File: src/rtl/inst_queue.sv
// -----------------------------------------------------------------------------
// inst_queue
//   Instruction queue between the fetch stage and the decoder. Fetched
//   {pc, inst} pairs are buffered in a circular FIFO. The oldest entry is
//   presented to the decoder with a valid/ready handshake (first-word
//   fall-through). The queue tells fetch to stop early (SLACK free slots left)
//   and drops all entries on a ROB jump flush.
//
// Ports
//   clk        in   system clock
//   rst        in   asynchronous reset, active-low
//   rdy        in   global ready; low freezes every register
//   in_valid   in   fetch -> queue: entry present
//   in_inst    in   [31:0] instruction word from fetch
//   in_pc      in   [31:0] pc of in_inst
//   full       out  queue -> fetch: stop sending new entries
//   out_valid  out  queue -> decoder: head entry valid
//   out_inst   out  [31:0] head instruction
//   out_pc     out  [31:0] head pc
//   out_ready  in   decoder takes the head entry this cycle
//   flush      in   ROB jump: discard all entries
//   count      out  [ADDR_W:0] current occupancy (debug)
// -----------------------------------------------------------------------------
module inst_queue #(
  parameter int DEPTH  = 16,
  parameter int ADDR_W = 4,
  parameter int SLACK  = 2
) (
  input  logic              clk,
  input  logic              rst,
  input  logic              rdy,
  input  logic              in_valid,
  input  logic [31:0]       in_inst,
  input  logic [31:0]       in_pc,
  output logic              full,
  output logic              out_valid,
  output logic [31:0]       out_inst,
  output logic [31:0]       out_pc,
  input  logic              out_ready,
  input  logic              flush,
  output logic [ADDR_W:0]   count
);

  localparam logic [ADDR_W:0] LP_DEPTH   = (ADDR_W+1)'(DEPTH);
  localparam logic [ADDR_W:0] LP_FULL_TH = (ADDR_W+1)'(DEPTH - SLACK);

  logic [63:0]       r_mem [DEPTH];
  logic [ADDR_W-1:0] r_head;
  logic [ADDR_W-1:0] r_tail;
  logic [ADDR_W:0]   r_count;

  logic              w_active;
  logic              w_nonempty;
  logic              w_enq;
  logic              w_deq;
  logic [63:0]       w_head_entry;

  // Flush and freeze both block any transfer in the current cycle.
  assign w_active   = rdy & ~flush;
  assign w_nonempty = (r_count != '0);

  // An in_valid while completely full is a protocol violation and is ignored.
  assign w_enq      = w_active & in_valid & (r_count < LP_DEPTH);
  assign out_valid  = w_active & w_nonempty;
  assign w_deq      = out_valid & out_ready;

  assign w_head_entry = r_mem[r_head];
  assign out_pc       = w_nonempty ? w_head_entry[63:32] : '0;
  assign out_inst     = w_nonempty ? w_head_entry[31:0]  : '0;

  // Derived from registered occupancy only, so fetch sees no comb path from
  // its own in_valid.
  assign full  = (r_count >= LP_FULL_TH);
  assign count = r_count;

  // Storage holds data only; validity is tracked by the pointers and count.
  always_ff @(posedge clk) begin
    if (w_enq) begin
      r_mem[r_tail] <= {in_pc, in_inst};
    end
  end

  always_ff @(posedge clk or negedge rst) begin
    if (!rst) begin
      r_head  <= '0;
      r_tail  <= '0;
      r_count <= '0;
    end else if (rdy) begin
      if (flush) begin
        r_head  <= '0;
        r_tail  <= '0;
        r_count <= '0;
      end else begin
        if (w_enq) begin
          r_tail <= r_tail + 1'b1;
        end
        if (w_deq) begin
          r_head <= r_head + 1'b1;
        end
        // Simultaneous enq+deq leaves occupancy unchanged.
        case ({w_enq, w_deq})
          2'b10:   r_count <= r_count + 1'b1;
          2'b01:   r_count <= r_count - 1'b1;
          default: r_count <= r_count;
        endcase
      end
    end
  end

endmodule

File: config.mk
export PLATFORM = sky130hd
export DESIGN_NAME = inst_queue
export DESIGN_NICKNAME = d
export VERILOG_FILES = /design/src/rtl/inst_queue.sv
export SDC_FILE = /design/constraint.sdc
export NUM_CORES = 1
export LEC_CHECK = 0
export ABC_AREA = 1
export CORE_UTILIZATION = 30
export CTS_BUF_LIST = sky130_fd_sc_hd__clkbuf_8 sky130_fd_sc_hd__clkbuf_16
export CTS_CLUSTER_SIZE = 10
export DETAILED_ROUTE_END_ITERATION = 10
export PLACE_DENSITY_LB_ADDON = 0.15
export REMOVE_ABC_BUFFERS = 1
export SYNTH_ARGS = -nofsm -noshare
export SYNTH_HDL_FRONTEND = slang
export SYNTH_SLANG_ARGS = --single-unit
File: constraint.sdc
create_clock -name clk -period 12.9 [get_ports clk]
set_input_delay 3.87 -clock clk [delete_from_list [all_inputs] [get_ports clk]]
set_output_delay 3.87 -clock clk [all_outputs]
set_load 0.02 [all_outputs]
Word level (Yosys, flattened, before mapping). Memories as Yosys holds them, arrays and structs flattened. Cells that the tools add are included.

Order comparisons: 2. Bitwise operators: 6. Reductions and logical operators: 7. Equality and inequality tests: 2. Add/sub/neg operators: 4. Muxes and demuxes: 10.

Operators with widths (number): 32-bit 2-to-1 mux (2); 4-bit 2-to-1 mux (4); 5-bit one-hot mux with 2 select lines (1); 4-bit by 1-bit adder with 4-bit output (second input constant) (2); 2-bit AND reduction (3); 5-bit by 1-bit adder with 5-bit output (second input constant) (1); 1-bit AND (5); 5-bit by 4-bit >= comparator with 1-bit output (second input constant) (1); 5-bit less-than comparator (second input constant) (1); 5-bit 2-to-1 mux (1); 5-bit nonzero test (1); 5-bit by 1-bit subtractor with 5-bit output (second input constant) (1); 2-bit nonzero test (2); 3-bit nonzero test (1); 2-bit by 1-bit == test with 1-bit output (second input constant) (1); 2-bit == test (second input constant) (1); 1-bit 2-to-1 mux (2); 1-bit NOT (1).

RAM bits: 1024. Bits in registers: 13. Logic and storage cells: 35. Input bits: 70. Memories kept: 1.

Memories: r_mem (depth 16, bits a word 64, rd ports 1, clocked after Yosys merged registers in 0, write ports 1, line 47) `logic [63:0] r_mem [DEPTH];`.

Depth between registers and ports, before layout.
Depth after elaboration: 7. Gate-level depth with buffers: 11. Mapped depth without buffers: 11.

Worst setup path before layout. Ideal clock, no wire load.

Path type: input to output. Start point: in rdy. End point: out out_valid. Data arrival time: 4.241 ns. Required time: 9.030 ns. Path slack: 4.789 ns. Stages on the path: 4. Cell sequence: inv_2 nor2_4 nand2_1 inv_1.

Word-level cells in the longest chain between the ends: 2.

Ends and longest elaborated chain: start: declaration (line 31) `input logic rdy,`; 1-bit AND (line 59) `assign w_active = rdy & ~flush;`; 1-bit AND (line 64) `assign out_valid = w_active & w_nonempty;`; end: declaration (line 36) `output logic out_valid,`.

No other way between the ends.

Worst setup path after layout.
Start point: reg r_head[0]. End point: out out_inst[13].

Word-level cells in the longest chain between the ends: 2.

Ends and longest elaborated chain: start: declaration (line 48) `logic [ADDR_W-1:0] r_head;`; start signal: assignment (line 98) `r_head <= r_head + 1'b1;`; memory 16 x 64 bit; 32-bit 2-to-1 mux (line 69) `assign out_inst = w_nonempty ? w_head_entry[31:0] : '0;`; end: declaration (line 37) `output logic [31:0] out_inst,`.

No other way between the ends.

==> impl_metrics.csv <==
group,metric,value,unit
final_layout,area_growth,15.4,%
clocking,h-tree-depth,3,
floorplanning,core_area,134000,sq um
outcome,failed_checks,"design-rule violations",
floorplanning,die_h,370,um
worst_setup_path,rrSetupSlack,9.25,ns
timing,fin_tns_setup,0,ns
timing,setup_viol,0,
grt,grt_pass1_wl,175000,um
grt,grt_antenna_before_repair,13,
final_layout,stdcell_area,46800,sq um
grt,grt_overflow_total,0,
synth,syn_inst,2846,
route,drcViolationCount,28,
worst_setup_path,cp_common_cell,"buf_4",
placement,place_congestion,0.721,
worst_setup_path,cp_slowest_stage_delay,1.00,ns
worst_setup_path,reg2regPathDepth,7,
clocking,clock-sinks,1037,
power,clock_power_share,33.6,%
clocking,root_buffer,"clkbuf_16",
worst_setup_path,cp_max_fo,113,
placement,hpwlAfterDp,56200,um
final_layout,instances_no_fill,4762,
route,first_pass_iters,9,
worst_setup_path,crit_cells,8,
job,cap_violations,0,
synth,ys_seq_area_share,76.6,%
worst_setup_path,crit_path_end_kind,"output port",
worst_setup_path,slowest_stage,"buf_4",
route,drt_iter0_drc,2041,
timing,fin_worst_skew,0.0198,ns
timing,hold_viol,0,
timing,worst_pin_slew,1.28,ns
clocking,hold_buffers,0,
route,viasPerCell,5.25,
power,p_leak,0.0144,uW
route,drtAntennaViolNets,0,
synth,synth-seq-cells,1037,
final_layout,final_nets,3017,
worst_setup_path,regToRegStartpoint,"count[4]$_DFFE_PN0P_",
clocking,cts_resized,0,
worst_setup_path,cp-startpoint,"r_head[0]$_DFFE_PN0P_",
clocking,cts_tree,"built",
worst_setup_path,crit_chain,"buf_4, buf_4, buf_4, o21ai_0, o221ai_1, nand3_1, a21oi_1, clkdlybuf4s50_1",
placement,port_buffers,140,
route,vias,25000,
timing,report.final.slew_viol_count,0,
power,worst_ir_drop_vdd,125,uV
power,internal-power,6040,uW
power,combPwrFrac,22.5,%
clocking,clock_path_buffers,3,
outcome,status,"finished, violations left",
worst_hold_path,hp-class,"flop to flop",
worst_setup_path,r2r-end,"r_mem[1][22]$_DFFE_PP_",
worst_setup_path,criticalPathCategory,"flop to output port",
power,power_density,186,nW/um^2
floorplanning,initial_utilization,30.3,%
final_layout,final_cell_mix,"1024 x edfxtp_1, 518 x nor2_1, 382 x o21ai_0",
floorplanning,io_pins,141,
floorplanning,die_w,370,um
clocking,clkTransAtPathRegs,0.05,ns
timing,rsz0062_at_grt,"false",
final_layout,final_common_cell,"edfxtp_1",
grt,first_global_vias,25300,
worst_setup_path,critPathArrivalTime,6.18,ns
worst_setup_path,critPathRequiredTime,9.03,ns
timing,fmax,99.6,MHz
power,switchingPower,2660,uW
placement,dp.cells,4588,
power,sw_frac_of_total,30.6,%
worst_setup_path,worstSetupEndpoint,"out_inst[13]",
worst_setup_path,critPathLaunchType,"flop",
synth,synthesis.area,40600,sq um
route,wl,121000,um
synth,ys_warn_count,0,
worst_setup_path,worst-path-buf-inv,4,
grt,grt_max_degree,305,
worst_setup_path,cp_top_family,"buffers and inverters",
clocking,clk_latency,0.71,ns
grt,grt_usage,17.4,%
route,wl_per_cell,25.4,um
clocking,numCtsBuffers,118,
timing,relSlewSlack,14.9,%
clocking,post_cts_buffers,0,
final_layout,fillers,12800,
synth,synth_cell_type_count,33,
timing,fin_crit_sh,77.9,%
power,seqPwrFrac,43.9,%
floorplanning,die-area,137000,sq um
timing,post-route-min-period,10.05,ns
floorplanning,rows,134,
final_layout,drive_gt1_share,7.18,%
synth,avgSynthCellArea,14.3,sq um
final_layout,utilization,35.0,%
placement,placed_area,43600,sq um
## worst min path at each step
stage	end	depth (start not counted)	start
finish	r_tail[0]$_DFFE_PN0P_	1	r_tail[0]$_DFFE_PN0P_
global route	count[4]$_DFFE_PN0P_	2	count[4]$_DFFE_PN0P_
CTS	r_tail[0]$_DFFE_PN0P_	1	r_tail[0]$_DFFE_PN0P_
detailed placement	r_tail[0]$_DFFE_PN0P_	1	r_tail[0]$_DFFE_PN0P_
global placement	r_tail[0]$_DFFE_PN0P_	1	r_tail[0]$_DFFE_PN0P_
floorplan	r_tail[0]$_DFFE_PN0P_	1	r_tail[0]$_DFFE_PN0P_
## worst reg2reg max path: cells and delay by family, from the launching register on
kind          cells  cell delay [ns]
simple gates      4             1.29
flops             1             0.42
buf+inv           3             1.53
## cells by family (layout without fill, tap and decap cells)
family / Yosys count / after routing / synth area share (%)
flops: 1037 / 1037 / 76.6
xor+xnor: 3 / 3 / 0.0648
other cells: 0 / 1 / 0
buf+inv: 236 / 383 / 3.08
compound gates: 925 / 925 / 13.8
fa+ha+maj: 7 / 7 / 0.216
simple gates: 638 / 638 / 6.22
## through the flow
| stage | setup slack (ns) | hold WS, ns | total power (uW) |
|---|---|---|---|
| final | 2.85 | 0.561 | 8700 |
| after global routing | 2.38 | 0.601 | 9090 |
| after CTS | 2.74 | 0.554 | 8820 |
| after detailed placement | 3.52 | 0.548 | 5880 |
| after global placement | 3.53 | 0.534 | 5850 |
| after floorplan | -4.24 | 0.510 | 4950 |
## Yosys cell counts
library cell / number / share of area, %
nand3_1: 65 / 0.80
nand4_1: 2 / 0.031
dfrtp_1: 13 / 0.80
o21ai_1: 140 / 1.7
nand3_2: 2 / 0.049
xor2_1: 2 / 0.043
o21ai_2: 1 / 0.022
inv_6: 1 / 0.022
inv_2: 4 / 0.037
o211ai_1: 71 / 1.3
inv_1: 14 / 0.13
ha_1: 7 / 0.22
clkbuf_1: 70 / 0.65
buf_1: 5 / 0.046
buf_2: 68 / 0.84
buf_8: 1 / 0.037
buf_4: 26 / 0.48
xnor2_1: 1 / 0.022
o22ai_1: 73 / 1.1
nor2_1: 534 / 4.9
edfxtp_1: 1024 / 76
or2_2: 1 / 0.015
nor2_4: 1 / 0.028
nand2_1: 31 / 0.29
o21bai_2: 1 / 0.028
nor3_4: 1 / 0.040
buf_6: 17 / 0.47
o21ai_0: 382 / 4.7
a21oi_2: 2 / 0.043
a21oi_1: 70 / 0.86
o221ai_1: 185 / 4.0
clkbuf_2: 30 / 0.37
nand4_2: 1 / 0.031
## flip-flops by register name, summed over array words and instances (netlist names)
register / flops
r_head: 4
r_mem: 1024
r_tail: 4
count: 5
## layer usage
metal / wire length (um) / vias up / global-route usage, %
met5: 102 / - / 0
met4: 2410 / 18 / 4.63
met3: 7860 / 191 / 3.88
met2: 56900 / 752 / 28.4
met1: 53500 / 12900 / 23.3
li1: - / 11200 / -
## power groups by stage
stage                     combinational [uW]  clock [uW]  sequential, uW
final                                   1960        2920            3820
after detailed placement                1990           0            3890
after floorplan                          995           0            3960
after global placement                  1960           0            3890
after CTS                               2000        3010            3820
after global routing                    2130        3130            3820
## final cells by class
| cell class | instances | area [sq um] | area share, % |
|---|---|---|---|
| repair buffers | 191 | 1780 | 3.81 |
| inverters | 19 | 97.6 | 0.208 |
| flip-flops and latches | 1037 | 31100 | 66.4 |
| well taps | 1768 | 2210 | 4.72 |
| clock inverters | 51 | 224 | 0.478 |
| diodes | 1 | 2.50 | 0.00534 |
| clock buffers | 122 | 3050 | 6.52 |
| multi-input cells | 1573 | 8370 | 17.9 |
Note: power is estimated with default switching activity, not from simulation.
